<file path="config.mk">
export PLATFORM = sky130hd
export DESIGN_NAME = act_writeback
export DESIGN_NICKNAME = d
export VERILOG_FILES = /design/src/rtl/act_writeback.sv
export SDC_FILE = /design/constraint.sdc
export NUM_CORES = 1
export LEC_CHECK = 0
export BUFFER_PORTS_ARGS = -buffer_cell sky130_fd_sc_hd__buf_2
export CAP_MARGIN = 0
export CORE_ASPECT_RATIO = 0.8
export CORE_UTILIZATION = 40
export CTS_CLUSTER_DIAMETER = 40
export DETAILED_ROUTE_END_ITERATION = 16
export PLACE_DENSITY = 0.57
export REMOVE_ABC_BUFFERS = 1
export SLEW_MARGIN = 30
export SYNTH_ARGS = -nofsm -noshare
export SYNTH_HDL_FRONTEND = slang
export SYNTH_SLANG_ARGS = --single-unit
export TNS_END_PERCENT = 20
</file>
<file path="constraint.sdc">
create_clock -name clk -period 14.3 [get_ports clk]
set_input_delay 0 -clock clk [delete_from_list [all_inputs] [get_ports clk]]
set_output_delay 0 -clock clk [all_outputs]
set_load 0.005 [all_outputs]
</file>
<file path="src/rtl/act_writeback.sv">
// Activation writeback: per-lane FIFOs round-robin arbitrated into the ofmap buffer, FC lane bypassed.
// Optional ACT_WB_DROP_CNT_EN adds a saturating 16-bit dropped-entry counter output drop_cnt_o.
module act_writeback #(
    parameter int LANE_NUM      = 16,
    parameter int ADDRESS_WIDTH = 10,
    parameter int DATA_WIDTH    = 8,
    parameter int FIFO_DEPTH    = 4
) (
    input  logic                                      clk,
    input  logic                                      rst,
    input  logic                                      start_i,
    input  logic [LANE_NUM:0]                         act_valid_i,
    input  logic [LANE_NUM:0]                         act_last_i,
    input  logic [(LANE_NUM+1)*DATA_WIDTH-1:0]        act_result_i,
    input  logic [LANE_NUM*ADDRESS_WIDTH-1:0]         act_result_address_i,
    output logic                                      obuf_wren_o,
    output logic [ADDRESS_WIDTH+$clog2(LANE_NUM)-1:0] obuf_waddr_o,
    output logic [DATA_WIDTH-1:0]                     obuf_wdata_o,
    output logic                                      fc_wren_o,
    output logic [6:0]                                fc_waddr_o,
    output logic [DATA_WIDTH-1:0]                     fc_wdata_o,
    output logic                                      done_o,
    output logic                                      fc_done_o,
    output logic                                      overflow_o
`ifdef ACT_WB_DROP_CNT_EN
    ,
    output logic [15:0]                               drop_cnt_o
`endif
);

    localparam int LANE_W  = $clog2(LANE_NUM);
    localparam int PTR_W   = $clog2(FIFO_DEPTH);
    localparam int CNT_W   = PTR_W + 1;
    localparam int ENTRY_W = ADDRESS_WIDTH + DATA_WIDTH;
    localparam int WADDR_W = ADDRESS_WIDTH + LANE_W;

    localparam logic [1:0] S_IDLE  = 2'd0;
    localparam logic [1:0] S_RUN   = 2'd1;
    localparam logic [1:0] S_DRAIN = 2'd2;
    localparam logic [1:0] S_DONE  = 2'd3;

    logic [1:0]            state_q, state_d;
    logic [LANE_NUM-1:0]   last_q, last_d;
    logic                  overflow_q, overflow_d;
    logic [LANE_W-1:0]     rr_q, rr_d;
    logic [CNT_W-1:0]      cnt_q [LANE_NUM];
    logic [CNT_W-1:0]      cnt_d [LANE_NUM];
    logic [PTR_W-1:0]      wptr_q [LANE_NUM];
    logic [PTR_W-1:0]      wptr_d [LANE_NUM];
    logic [PTR_W-1:0]      rptr_q [LANE_NUM];
    logic [PTR_W-1:0]      rptr_d [LANE_NUM];
    logic [ENTRY_W-1:0]    mem_q [LANE_NUM][FIFO_DEPTH];
    logic [ENTRY_W-1:0]    head [LANE_NUM];
    logic [LANE_NUM-1:0]   empty, full, push, pop, drop;
    logic                  grant_vld;
    logic [LANE_W-1:0]     grant_idx;
    logic [ENTRY_W-1:0]    grant_entry;
    logic                  active, start_run;

    logic                  obuf_wren_q, obuf_wren_d;
    logic [WADDR_W-1:0]    obuf_waddr_q, obuf_waddr_d;
    logic [DATA_WIDTH-1:0] obuf_wdata_q, obuf_wdata_d;
    logic                  fc_wren_q, fc_wren_d;
    logic [6:0]            fc_waddr_q, fc_waddr_d;
    logic [6:0]            fc_cnt_q, fc_cnt_d;
    logic [DATA_WIDTH-1:0] fc_wdata_q, fc_wdata_d;
    logic                  fc_done_q, fc_done_d;

    assign active    = (state_q == S_RUN) || (state_q == S_DRAIN);
    assign start_run = (state_q == S_IDLE) && start_i;

    always_comb begin
        for (int i = 0; i < LANE_NUM; i++) begin
            empty[i] = (cnt_q[i] == '0);
            full[i]  = (cnt_q[i] == CNT_W'(FIFO_DEPTH));
            head[i]  = mem_q[i][rptr_q[i]];
        end
    end

    // Round-robin: first non-empty lane at or after rr_q wins.
    always_comb begin : arbiter
        int idx;
        idx       = 0;
        grant_vld = 1'b0;
        grant_idx = rr_q;
        for (int k = 0; k < LANE_NUM; k++) begin
            idx = int'(rr_q) + k;
            if (idx >= LANE_NUM) idx = idx - LANE_NUM;
            if (!grant_vld && !empty[idx]) begin
                grant_vld = 1'b1;
                grant_idx = LANE_W'(idx);
            end
        end
    end

    assign grant_entry = head[grant_idx];

    // A full FIFO still accepts when its head leaves in the same cycle.
    always_comb begin
        push = '0;
        pop  = '0;
        drop = '0;
        for (int i = 0; i < LANE_NUM; i++) begin
            pop[i]    = grant_vld && (grant_idx == LANE_W'(i));
            push[i]   = active && act_valid_i[i] && (!full[i] || pop[i]);
            drop[i]   = active && act_valid_i[i] && full[i] && !pop[i];
            cnt_d[i]  = cnt_q[i] + CNT_W'(push[i]) - CNT_W'(pop[i]);
            wptr_d[i] = wptr_q[i] + PTR_W'(push[i]);
            rptr_d[i] = rptr_q[i] + PTR_W'(pop[i]);
        end
    end

    always_comb begin
        state_d    = state_q;
        last_d     = last_q | (push & act_last_i[LANE_NUM-1:0]);
        overflow_d = overflow_q | (|drop);
        case (state_q)
            S_IDLE: begin
                if (start_i) begin
                    state_d    = S_RUN;
                    last_d     = '0;
                    overflow_d = 1'b0;
                end
            end
            S_RUN:   if (&last_q) state_d = S_DRAIN;
            S_DRAIN: if ((&empty) && !obuf_wren_q && !(|push)) state_d = S_DONE;
            S_DONE:  state_d = S_IDLE;
            default: state_d = S_IDLE;
        endcase
    end

    always_comb begin
        rr_d         = rr_q;
        obuf_wren_d  = grant_vld;
        obuf_waddr_d = obuf_waddr_q;
        obuf_wdata_d = obuf_wdata_q;
        if (grant_vld) begin
            rr_d         = (grant_idx == LANE_W'(LANE_NUM - 1)) ? '0 : grant_idx + 1'b1;
            obuf_waddr_d = {grant_idx, grant_entry[ENTRY_W-1:DATA_WIDTH]};
            obuf_wdata_d = grant_entry[DATA_WIDTH-1:0];
        end
    end

    always_comb begin
        fc_wren_d  = act_valid_i[LANE_NUM];
        fc_done_d  = act_valid_i[LANE_NUM] && act_last_i[LANE_NUM];
        fc_waddr_d = fc_waddr_q;
        fc_wdata_d = fc_wdata_q;
        fc_cnt_d   = fc_cnt_q;
        if (act_valid_i[LANE_NUM]) begin
            fc_waddr_d = fc_cnt_q;
            fc_wdata_d = act_result_i[LANE_NUM*DATA_WIDTH +: DATA_WIDTH];
            fc_cnt_d   = act_last_i[LANE_NUM] ? 7'd0 : fc_cnt_q + 7'd1;
        end
        if (start_run) fc_cnt_d = 7'd0;
    end

    always_ff @(posedge clk) begin
        if (rst) begin
            state_q      <= S_IDLE;
            last_q       <= '0;
            overflow_q   <= 1'b0;
            rr_q         <= '0;
            obuf_wren_q  <= 1'b0;
            obuf_waddr_q <= '0;
            obuf_wdata_q <= '0;
            fc_wren_q    <= 1'b0;
            fc_waddr_q   <= '0;
            fc_wdata_q   <= '0;
            fc_done_q    <= 1'b0;
            fc_cnt_q     <= '0;
            for (int i = 0; i < LANE_NUM; i++) begin
                cnt_q[i]  <= '0;
                wptr_q[i] <= '0;
                rptr_q[i] <= '0;
            end
        end else begin
            state_q      <= state_d;
            last_q       <= last_d;
            overflow_q   <= overflow_d;
            rr_q         <= rr_d;
            obuf_wren_q  <= obuf_wren_d;
            obuf_waddr_q <= obuf_waddr_d;
            obuf_wdata_q <= obuf_wdata_d;
            fc_wren_q    <= fc_wren_d;
            fc_waddr_q   <= fc_waddr_d;
            fc_wdata_q   <= fc_wdata_d;
            fc_done_q    <= fc_done_d;
            fc_cnt_q     <= fc_cnt_d;
            for (int i = 0; i < LANE_NUM; i++) begin
                cnt_q[i]  <= cnt_d[i];
                wptr_q[i] <= wptr_d[i];
                rptr_q[i] <= rptr_d[i];
            end
        end
    end

    // Storage is not reset; emptied pointers make stale entries unreachable.
    always_ff @(posedge clk) begin
        for (int i = 0; i < LANE_NUM; i++) begin
            if (push[i]) begin
                mem_q[i][wptr_q[i]] <= {act_result_address_i[i*ADDRESS_WIDTH +: ADDRESS_WIDTH],
                                        act_result_i[i*DATA_WIDTH +: DATA_WIDTH]};
            end
        end
    end

`ifdef ACT_WB_DROP_CNT_EN
    function automatic logic [15:0] sat_add16(input logic [15:0] a, input logic [15:0] b);
        logic [16:0] s;
        s = {1'b0, a} + {1'b0, b};
        return s[16] ? 16'hFFFF : s[15:0];
    endfunction

    logic [15:0] drop_cnt_q, drop_cnt_d, n_drop;

    always_comb begin
        n_drop = '0;
        for (int i = 0; i < LANE_NUM; i++) n_drop = n_drop + 16'(drop[i]);
        drop_cnt_d = start_run ? 16'd0 : sat_add16(drop_cnt_q, n_drop);
    end

    always_ff @(posedge clk) begin
        if (rst) drop_cnt_q <= '0;
        else     drop_cnt_q <= drop_cnt_d;
    end

    assign drop_cnt_o = drop_cnt_q;
`endif

    assign obuf_wren_o  = obuf_wren_q;
    assign obuf_waddr_o = obuf_waddr_q;
    assign obuf_wdata_o = obuf_wdata_q;
    assign fc_wren_o    = fc_wren_q;
    assign fc_waddr_o   = fc_waddr_q;
    assign fc_wdata_o   = fc_wdata_q;
    assign fc_done_o    = fc_done_q;
    assign done_o       = (state_q == S_DONE);
    assign overflow_o   = overflow_q;

endmodule

</file>
Word level (Yosys, flattened, before mapping)
Memories as Yosys holds them, arrays and structs flattened.
Cells that the tools add are included.
{"block": "op_classes", "n_reduce_logical": 219, "mux": 272, "n_eq_ne": 37, "bitwise": 84, "add_sub_neg": 97, "magnitude_cmp": 81}
{"op": "$mux W72", "n": 16}
{"op": "$mux W18", "n": 50}
{"op": "$bmux W18 S2", "n": 16}
{"op": "$demux W18 S2", "n": 16}
{"op": "$lt A32 B6 Y1 const B", "n": 16}
{"op": "$mux W32", "n": 16}
{"op": "$logic_and A1 B1 Y1", "n": 115}
{"op": "$ge A3 B3 Y1 const B", "n": 32}
{"op": "$not A2 Y3", "n": 32}
{"op": "$sub A5 B5 Y6 const B", "n": 15}
{"op": "$ge A5 B5 Y1 const B", "n": 16}
{"op": "$bmux W18 S4", "n": 1}
{"op": "$mux W2", "n": 35}
{"op": "$mux W1", "n": 69}
{"op": "$mux W4", "n": 17}
{"op": "$add A2 B1 Y2", "n": 32}
{"op": "$bmux W1 S4", "n": 16}
{"op": "$logic_not A1 Y1", "n": 63}
{"op": "$or A1 B1 Y1", "n": 49}
{"op": "$add A3 B1 Y3", "n": 16}
{"op": "$eq A3 B3 Y1 const B", "n": 16}
{"op": "$logic_not A3 Y1", "n": 16}
{"op": "$lt A3 B1 Y1 const B", "n": 16}
{"op": "$mux W3", "n": 16}
{"op": "other kinds (30)", "n": 88}
{"block": "totals", "n_memories": 4, "wordCells": 806, "ramBits": 1264, "output_inout_bits": 42, "inputBits": 333, "ff_bits": 70}
{"name": "mem_q", "depth": 16, "word_bits": 72, "rd": 16, "rd_clocked_by_memory_dff": 0, "write_ports": 16, "line_no": "52", "text": "logic [ENTRY_W-1:0] mem_q [LANE_NUM][FIFO_DEPTH];"}
{"name": "cnt_q", "depth": 16, "word_bits": 3, "rd": 16, "rd_clocked_by_memory_dff": 0, "write_ports": 16, "line_no": "46", "text": "logic [CNT_W-1:0] cnt_q [LANE_NUM];"}
{"name": "rptr_q", "depth": 16, "word_bits": 2, "rd": 16, "rd_clocked_by_memory_dff": 0, "write_ports": 16, "line_no": "50", "text": "logic [PTR_W-1:0] rptr_q [LANE_NUM];"}
{"name": "wptr_q", "depth": 16, "word_bits": 2, "rd": 16, "rd_clocked_by_memory_dff": 0, "write_ports": 16, "line_no": "48", "text": "logic [PTR_W-1:0] wptr_q [LANE_NUM];"}

Depth between registers and ports, before layout
{"block": "logic_depth", "ltp_word": 60, "mapped_depth": 30, "mapped_depth_nobuf": 23}

Worst setup path before layout
Ideal clock, no wire load.
{"block": "synth_path", "path_type": "reg-to-reg", "from": "reg rr_q[0]", "to": "mem mem_q[1][252] (netlist name), enable pin", "stages_incl_launch_ff": 23, "n_path_buf": 6, "arrival_time_ps": 7469, "setup_ps": 446, "period_less_slack_ps": 7915, "setup_slack_ps": 6385, "t_required_ps": 13854, "cell_sequence": "dfxtp_1 -> inv_2 -> buf_2 -> buf_1 -> ha_1 -> buf_2 -> inv_1 -> clkbuf_1 -> mux4_2 -> mux4_2 -> a2111oi_4 -> nand3_2 -> or4_1 -> o211ai_2 -> nand2_4 -> clkinv_4 -> clkbuf_1 -> clkbuf_1 -> ha_1 -> nand2_1 -> nor3_1 -> nor2_1 -> nor4b_1"}
{"item": "start, declared", "line_no": "45", "text": "logic [LANE_W-1:0] rr_q, rr_d;"}
{"item": "start signal, assigned", "line_no": "181", "text": "rr_q <= rr_d;"}
{"item": "end, declared", "line_no": "52"}

Worst setup path after layout
{"block": "layout_path", "from": "reg rr_q[0]", "to": "reg overflow_q, in the netlist overflow_o"}
{"block": "layout_between", "elab_chain_cells": 59, "word_cells_on_any_way": 255, "classes_between": "add/sub (31); order compare (16); eq/ne (15); mux (98); bitwise (1); reduce/logical (94)"}
{"item": "$add A4 B1 Y5", "line_no": "87", "text": "idx = int'(rr_q) + k;"}
{"item": "$sub A5 B5 Y6 / $ge A5 B5 Y1 (equally long branches)", "line_no": "88", "text": "if (idx >= LANE_NUM) idx = idx - LANE_NUM;"}
{"item": "$mux W32", "line_no": "88"}
{"item": "$bmux W1 S4", "line_no": "89", "text": "if (!grant_vld && !empty[idx]) begin"}
{"item": "$mux W1 (implied by the code) (2 in series)", "line_no": "89"}
{"item": "$logic_not A1 Y1", "line_no": "89"}
{"item": "$logic_and A1 B1 Y1", "line_no": "89"}
{"item": "$mux W1", "line_no": "89"}
{"item": "[42 not listed]"}
{"item": "$eq A4 B1 Y1 (tied with other cells)", "line_no": "104", "text": "pop[i] = grant_vld && (grant_idx == LANE_W'(i));"}
{"item": "$logic_and A1 B1 Y1", "line_no": "104"}
{"item": "$logic_not A1 Y1", "line_no": "106", "text": "drop[i] = active && act_valid_i[i] && full[i] && !pop[i];"}
{"item": "$logic_and A1 B1 Y1", "line_no": "106"}
{"item": "$reduce_or A16 Y1 (*)", "line_no": "116", "text": "overflow_d = overflow_q | (|drop);"}
{"item": "$or A1 B1 Y1 (*)", "line_no": "116"}
{"item": "$mux W1", "line_no": "119", "text": "if (start_i) begin"}
{"item": "$mux W1 (*)", "line_no": "117", "text": "case (state_q)"}
{"item": "end signal, assigned", "line_no": "180", "text": "overflow_q <= overflow_d;"}
{"item": "end, declared", "line_no": "44", "text": "logic overflow_q, overflow_d;"}
Mark *: on every way between the ends. The rest lies on a longest branch, timed or not. The select of a mux whose other input is x is not followed.
A chain may end at the register's enable or synchronous reset.

==> results.rst <==
.. list-table::
   :header-rows: 1

   * - Metric
     - Value
   * - Clock-pin slew reported for the worst setup and hold paths after clock tree synthesis
     - 0.06 ns
   * - Final routed DRC violation total
     - 0
   * - Source of the worst hold timing path
     - act_result_address_i[149]
   * - Number of detailed-routing iterations run before antenna repair
     - 5
   * - Setup Skew
     - 0.0732 ns
   * - Number of global-route vias before repair
     - 34700
   * - Critical path arrival
     - 10.22 ns
   * - Total Negative Setup Slacks
     - 0 ns
   * - CP max FO
     - 60
   * - Total gr overflow
     - 0
   * - Number of placed I/O pins
     - 375
   * - Detail-routed net length per standard cell
     - 24.9 um
   * - Count of antenna-violating nets left after detailed routing
     - 0
   * - Number of flops mapped to enable cells by yosys
     - 1152
   * - Final number of setup-violating endpoints
     - 0
   * - Detailed router's first-iteration violation count
     - about 3300
   * - Result of the run
     - completed
   * - Largest net degree at the start of global routing
     - 68
   * - Vertical extent of the die
     - 337 um
   * - Hold crit path type
     - primary input to flip-flop
   * - End point of the worst hold path
     - mem_q[1][485]$_DFFE_PP_
   * - CTS sink count
     - 1334
   * - Type of origin of the critical path
     - flip-flop
   * - Syn_area_per_cell
     - 17.1 um2
   * - RSZ-0062 raised after global routing
     - no
   * - Worst reg2reg startpoint
     - rr_q[0]$_SDFFE_PP0P_
   * - Final clock period utilization by the worst path
     - 0.671
   * - Distinct cells, synth
     - 92
   * - Dominant register cell in the synthesized netlist
     - sky130_fd_sc_hd__edfxtp_1
   * - Yosys synthesis warning count
     - 0
   * - Worst-Skew Late Latency
     - approximately 0.81 ns
   * - Number of buffers inserted during clock tree synthesis
     - 163
   * - Leading post-synthesis cells by cell area
     - sky130_fd_sc_hd__edfxtp_1 (62%), sky130_fd_sc_hd__mux4_2 (13%), sky130_fd_sc_hd__dfxtp_1 (6.5%)
   * - Die Wd
     - between 400 and 500 um
   * - Async SR Flop Fraction
     - 0
   * - Post-Syn Instances
     - 3275
   * - Sequential element share of the synthesized area
     - 0.683
   * - Overall Global Routing Usage
     - 0.227
   * - Ratio of routed vias to standard cells
     - 5.35
   * - Longest Clk Path Bufs
     - 3
   * - Final count of hold timing violations
     - 0
   * - Worst max-slew margin expressed relative to the limit
     - 0.280
   * - Area share of the largest cell type after synthesis
     - 0.618
   * - Global placement routability congestion
     - between 0.9 and 1
   * - Initial core utilization
     - 0.404
   * - Worst slew pin tran
     - 1.07 ns
   * - CTS H-Tree Depth
     - 4
   * - Estimated wirelength of the detail-placed design
     - 109 mm
   * - Ratio of cells with drive above 1 in the final layout
     - 0.263
   * - Max-slew violations
     - 0
   * - Library cell used as clock root buffer
     - sky130_fd_sc_hd__clkbuf_16
   * - R2R Setup Slk
     - 4.70 ns
   * - Post-layout minimum cycle time
     - roughly 9.6 ns
   * - Number of standard cells in the layout, taps in and fillers out
     - around 6400
   * - Antenna violations before repair
     - 35
   * - Row count
     - 122
   * - Post-Syn Area
     - between 50000 and 60000 um2
   * - Req. time, crit path
     - ~15 ns
   * - Instance count after placement with tap cells included
     - 5431
   * - Min-Delay Path Depth
     - 2
   * - Clock tree from TritonCTS
     - yes
   * - Number of nets in the finished design
     - 4818
   * - Crit Path Category
     - flip-flop to flip-flop
   * - Fmax
     - 104 MHz
   * - FF-to-FF path depth
     - 24
   * - Synthesis-to-layout area growth
     - 29.7%
   * - Port Buffer Count
     - 374
   * - Die Footprint
     - approximately 140000 um2
   * - Core footprint
     - ~140000 um2
   * - Reg-to-reg endpoint
     - overflow_o$_SDFF_PP0_
   * - Total vias in the final route
     - 34300
   * - Flops & latches, synth
     - 1334
   * - First-pass GRT wire length
     - 233 mm
   * - Max_cap viols
     - 0
   * - Final Routed Wirelength
     - 159 mm
   * - Biggest area consumer among synthesized cells
     - sky130_fd_sc_hd__edfxtp_1
   * - Endpoint type of the worst setup path
     - flip-flop
## routing by layer
layer,up-vias,GRT usage,share of wire
met5,-,0,0.00041
li1,15400,-,-
met2,1196,0.364,0.48
met1,17500,0.315,0.43
met3,230,0.0459,0.071
met4,12,0.0579,0.020
## logic make-up (layout without fill, tap and decap cells)
| family | after synthesis | in the layout | share of synthesized area |
|---|---|---|---|
| buf+inv | 257 | 1515 | 0.0181 |
| mux | 493 | 493 | 0.161 |
| simple gates | 715 | 715 | 0.0638 |
| fa+ha+maj | 94 | 94 | 0.0231 |
| xor+xnor | 83 | 83 | 0.0131 |
| compound gates | 299 | 299 | 0.0381 |
| flops | 1334 | 1334 | 0.683 |
| other cells | 0 | 13 | 0 |
## placed cells by master (no fill, tap or decap), drive strengths merged, types with 14 or more instances in the layout
master          n
dlygate4sd3   655
clkinv         56
nand3          77
o311ai         20
o211ai         41
nor2          172
nor3           49
or3            21
nor2b          66
mux2i         135
a2111oi        14
buf           469
and3           58
a21oi          74
nand2         178
ha             78
o21ai          35
mux2           36
edfxtp       1152
fa             16
mux4          322
dfxtp         182
clkbuf        206
xnor2          76
inv           108
nor4           19
nand4          15
## timing repair
| action | in CTS | in global routing |
|---|---|---|
| resized for setup | 0 | 0 |
| hold buffers | 655 | 0 |
| setup buffers | 0 | 0 |
| hold endpoints to repair | 1326 | 0 |
## Yosys cell counts, types with 8 or more instances
library cell,count
sky130_fd_sc_hd__nand2_1,177
sky130_fd_sc_hd__o21ai_0,33
sky130_fd_sc_hd__a211oi_1,11
sky130_fd_sc_hd__nor4_1,18
sky130_fd_sc_hd__a21o_1,11
sky130_fd_sc_hd__fa_1,16
sky130_fd_sc_hd__mux2i_1,135
sky130_fd_sc_hd__o2111ai_1,11
sky130_fd_sc_hd__nand4_1,15
sky130_fd_sc_hd__nor3_1,48
sky130_fd_sc_hd__xnor2_1,76
sky130_fd_sc_hd__inv_1,80
sky130_fd_sc_hd__o311ai_0,19
sky130_fd_sc_hd__dfxtp_1,182
sky130_fd_sc_hd__mux4_2,318
sky130_fd_sc_hd__and2_1,8
sky130_fd_sc_hd__nor2b_1,66
sky130_fd_sc_hd__a31oi_1,12
sky130_fd_sc_hd__a2111oi_0,12
sky130_fd_sc_hd__buf_1,24
sky130_fd_sc_hd__clkbuf_1,119
sky130_fd_sc_hd__a21oi_1,74
sky130_fd_sc_hd__mux2_2,36
sky130_fd_sc_hd__nand3_1,75
sky130_fd_sc_hd__and3_1,57
sky130_fd_sc_hd__ha_1,78
sky130_fd_sc_hd__edfxtp_1,1152
sky130_fd_sc_hd__buf_2,28
sky130_fd_sc_hd__or3_1,16
sky130_fd_sc_hd__o211ai_1,40
sky130_fd_sc_hd__or4_1,9
sky130_fd_sc_hd__nor3b_1,12
sky130_fd_sc_hd__nor2_1,172
## cell type report
cell class	count	area, um2
fillers	11500	66000
flip-flops and latches	1334	38300
multi-input cells	1684	17100
repair buffers	1124	9150
clock buffers	206	4350
well taps	1860	2330
clock inverters	101	1160
inverters	84	320
diodes	13	32.5
## stage by stage
stage | setup slack, ns | instance area [um2] | util | hold WS (ns)
floorplan | 0.955 | 55300 | - | 0.0646
global placement | 5.17 | 60400 | 0.436 | 0.217
detailed placement | 5.22 | 60500 | 0.437 | 0.218
CTS | 4.93 | 72600 | 0.524 | 0.000364
global route | 4.20 | 72600 | 0.524 | 0.0362
finish | 4.70 | 72700 | 0.524 | 0.0485
## flip-flops by register name, indices dropped and copies added (netlist names), 4 cells and up
register and cells:
mem_q 1152, cnt_q 48, rptr_q 32, wptr_q 32, last_q 16, obuf_waddr_o 14
fc_wdata_o 8, obuf_wdata_o 8, fc_cnt_q 7, fc_waddr_o 7, rr_q 4
## critical path, stage by stage, from the launching register on
cell	delay (ns)
sky130_fd_sc_hd__dfxtp_1	0.31
sky130_fd_sc_hd__buf_4	0.42
sky130_fd_sc_hd__inv_2	0.36
sky130_fd_sc_hd__ha_1	0.91
sky130_fd_sc_hd__inv_1	0.52
sky130_fd_sc_hd__mux4_2	0.54
sky130_fd_sc_hd__mux2i_1	0.20
sky130_fd_sc_hd__a2111oi_2	0.84
sky130_fd_sc_hd__nor4b_1	0.44
sky130_fd_sc_hd__and3_2	0.33
sky130_fd_sc_hd__and3_1	0.33
sky130_fd_sc_hd__or3_1	0.15
sky130_fd_sc_hd__buf_4	0.32
sky130_fd_sc_hd__nand2_4	0.47
sky130_fd_sc_hd__clkinv_1	0.14
sky130_fd_sc_hd__buf_4	0.41
sky130_fd_sc_hd__ha_1	0.31
sky130_fd_sc_hd__and2_1	0.24
sky130_fd_sc_hd__nand3_2	0.14
sky130_fd_sc_hd__nand4_1	0.16
sky130_fd_sc_hd__nor4b_1	0.34
sky130_fd_sc_hd__o2111a_1	0.24
sky130_fd_sc_hd__dlygate4sd3_1	0.54
sky130_fd_sc_hd__a211oi_1	0.06
sky130_fd_sc_hd__dlygate4sd3_1	0.58
## worst max-delay path by stage
stage	start	end
final	rr_q[0]$_SDFFE_PP0P_	overflow_o$_SDFF_PP0_
after global routing	rr_q[0]$_SDFFE_PP0P_	last_q[11]$_SDFF_PP0_
after CTS	rr_q[0]$_SDFFE_PP0P_	overflow_o$_SDFF_PP0_
after detailed placement	rr_q[0]$_SDFFE_PP0P_	mem_q[1][509]$_DFFE_PP_
after global placement	rr_q[0]$_SDFFE_PP0P_	mem_q[1][251]$_DFFE_PP_
after floorplan	rr_q[1]$_SDFFE_PP0P_	cnt_q[1][23]$_SDFF_PP0_
Power is not shown: default switching activity piles up to over one toggle a cycle in this logic, so the estimate is an artifact.
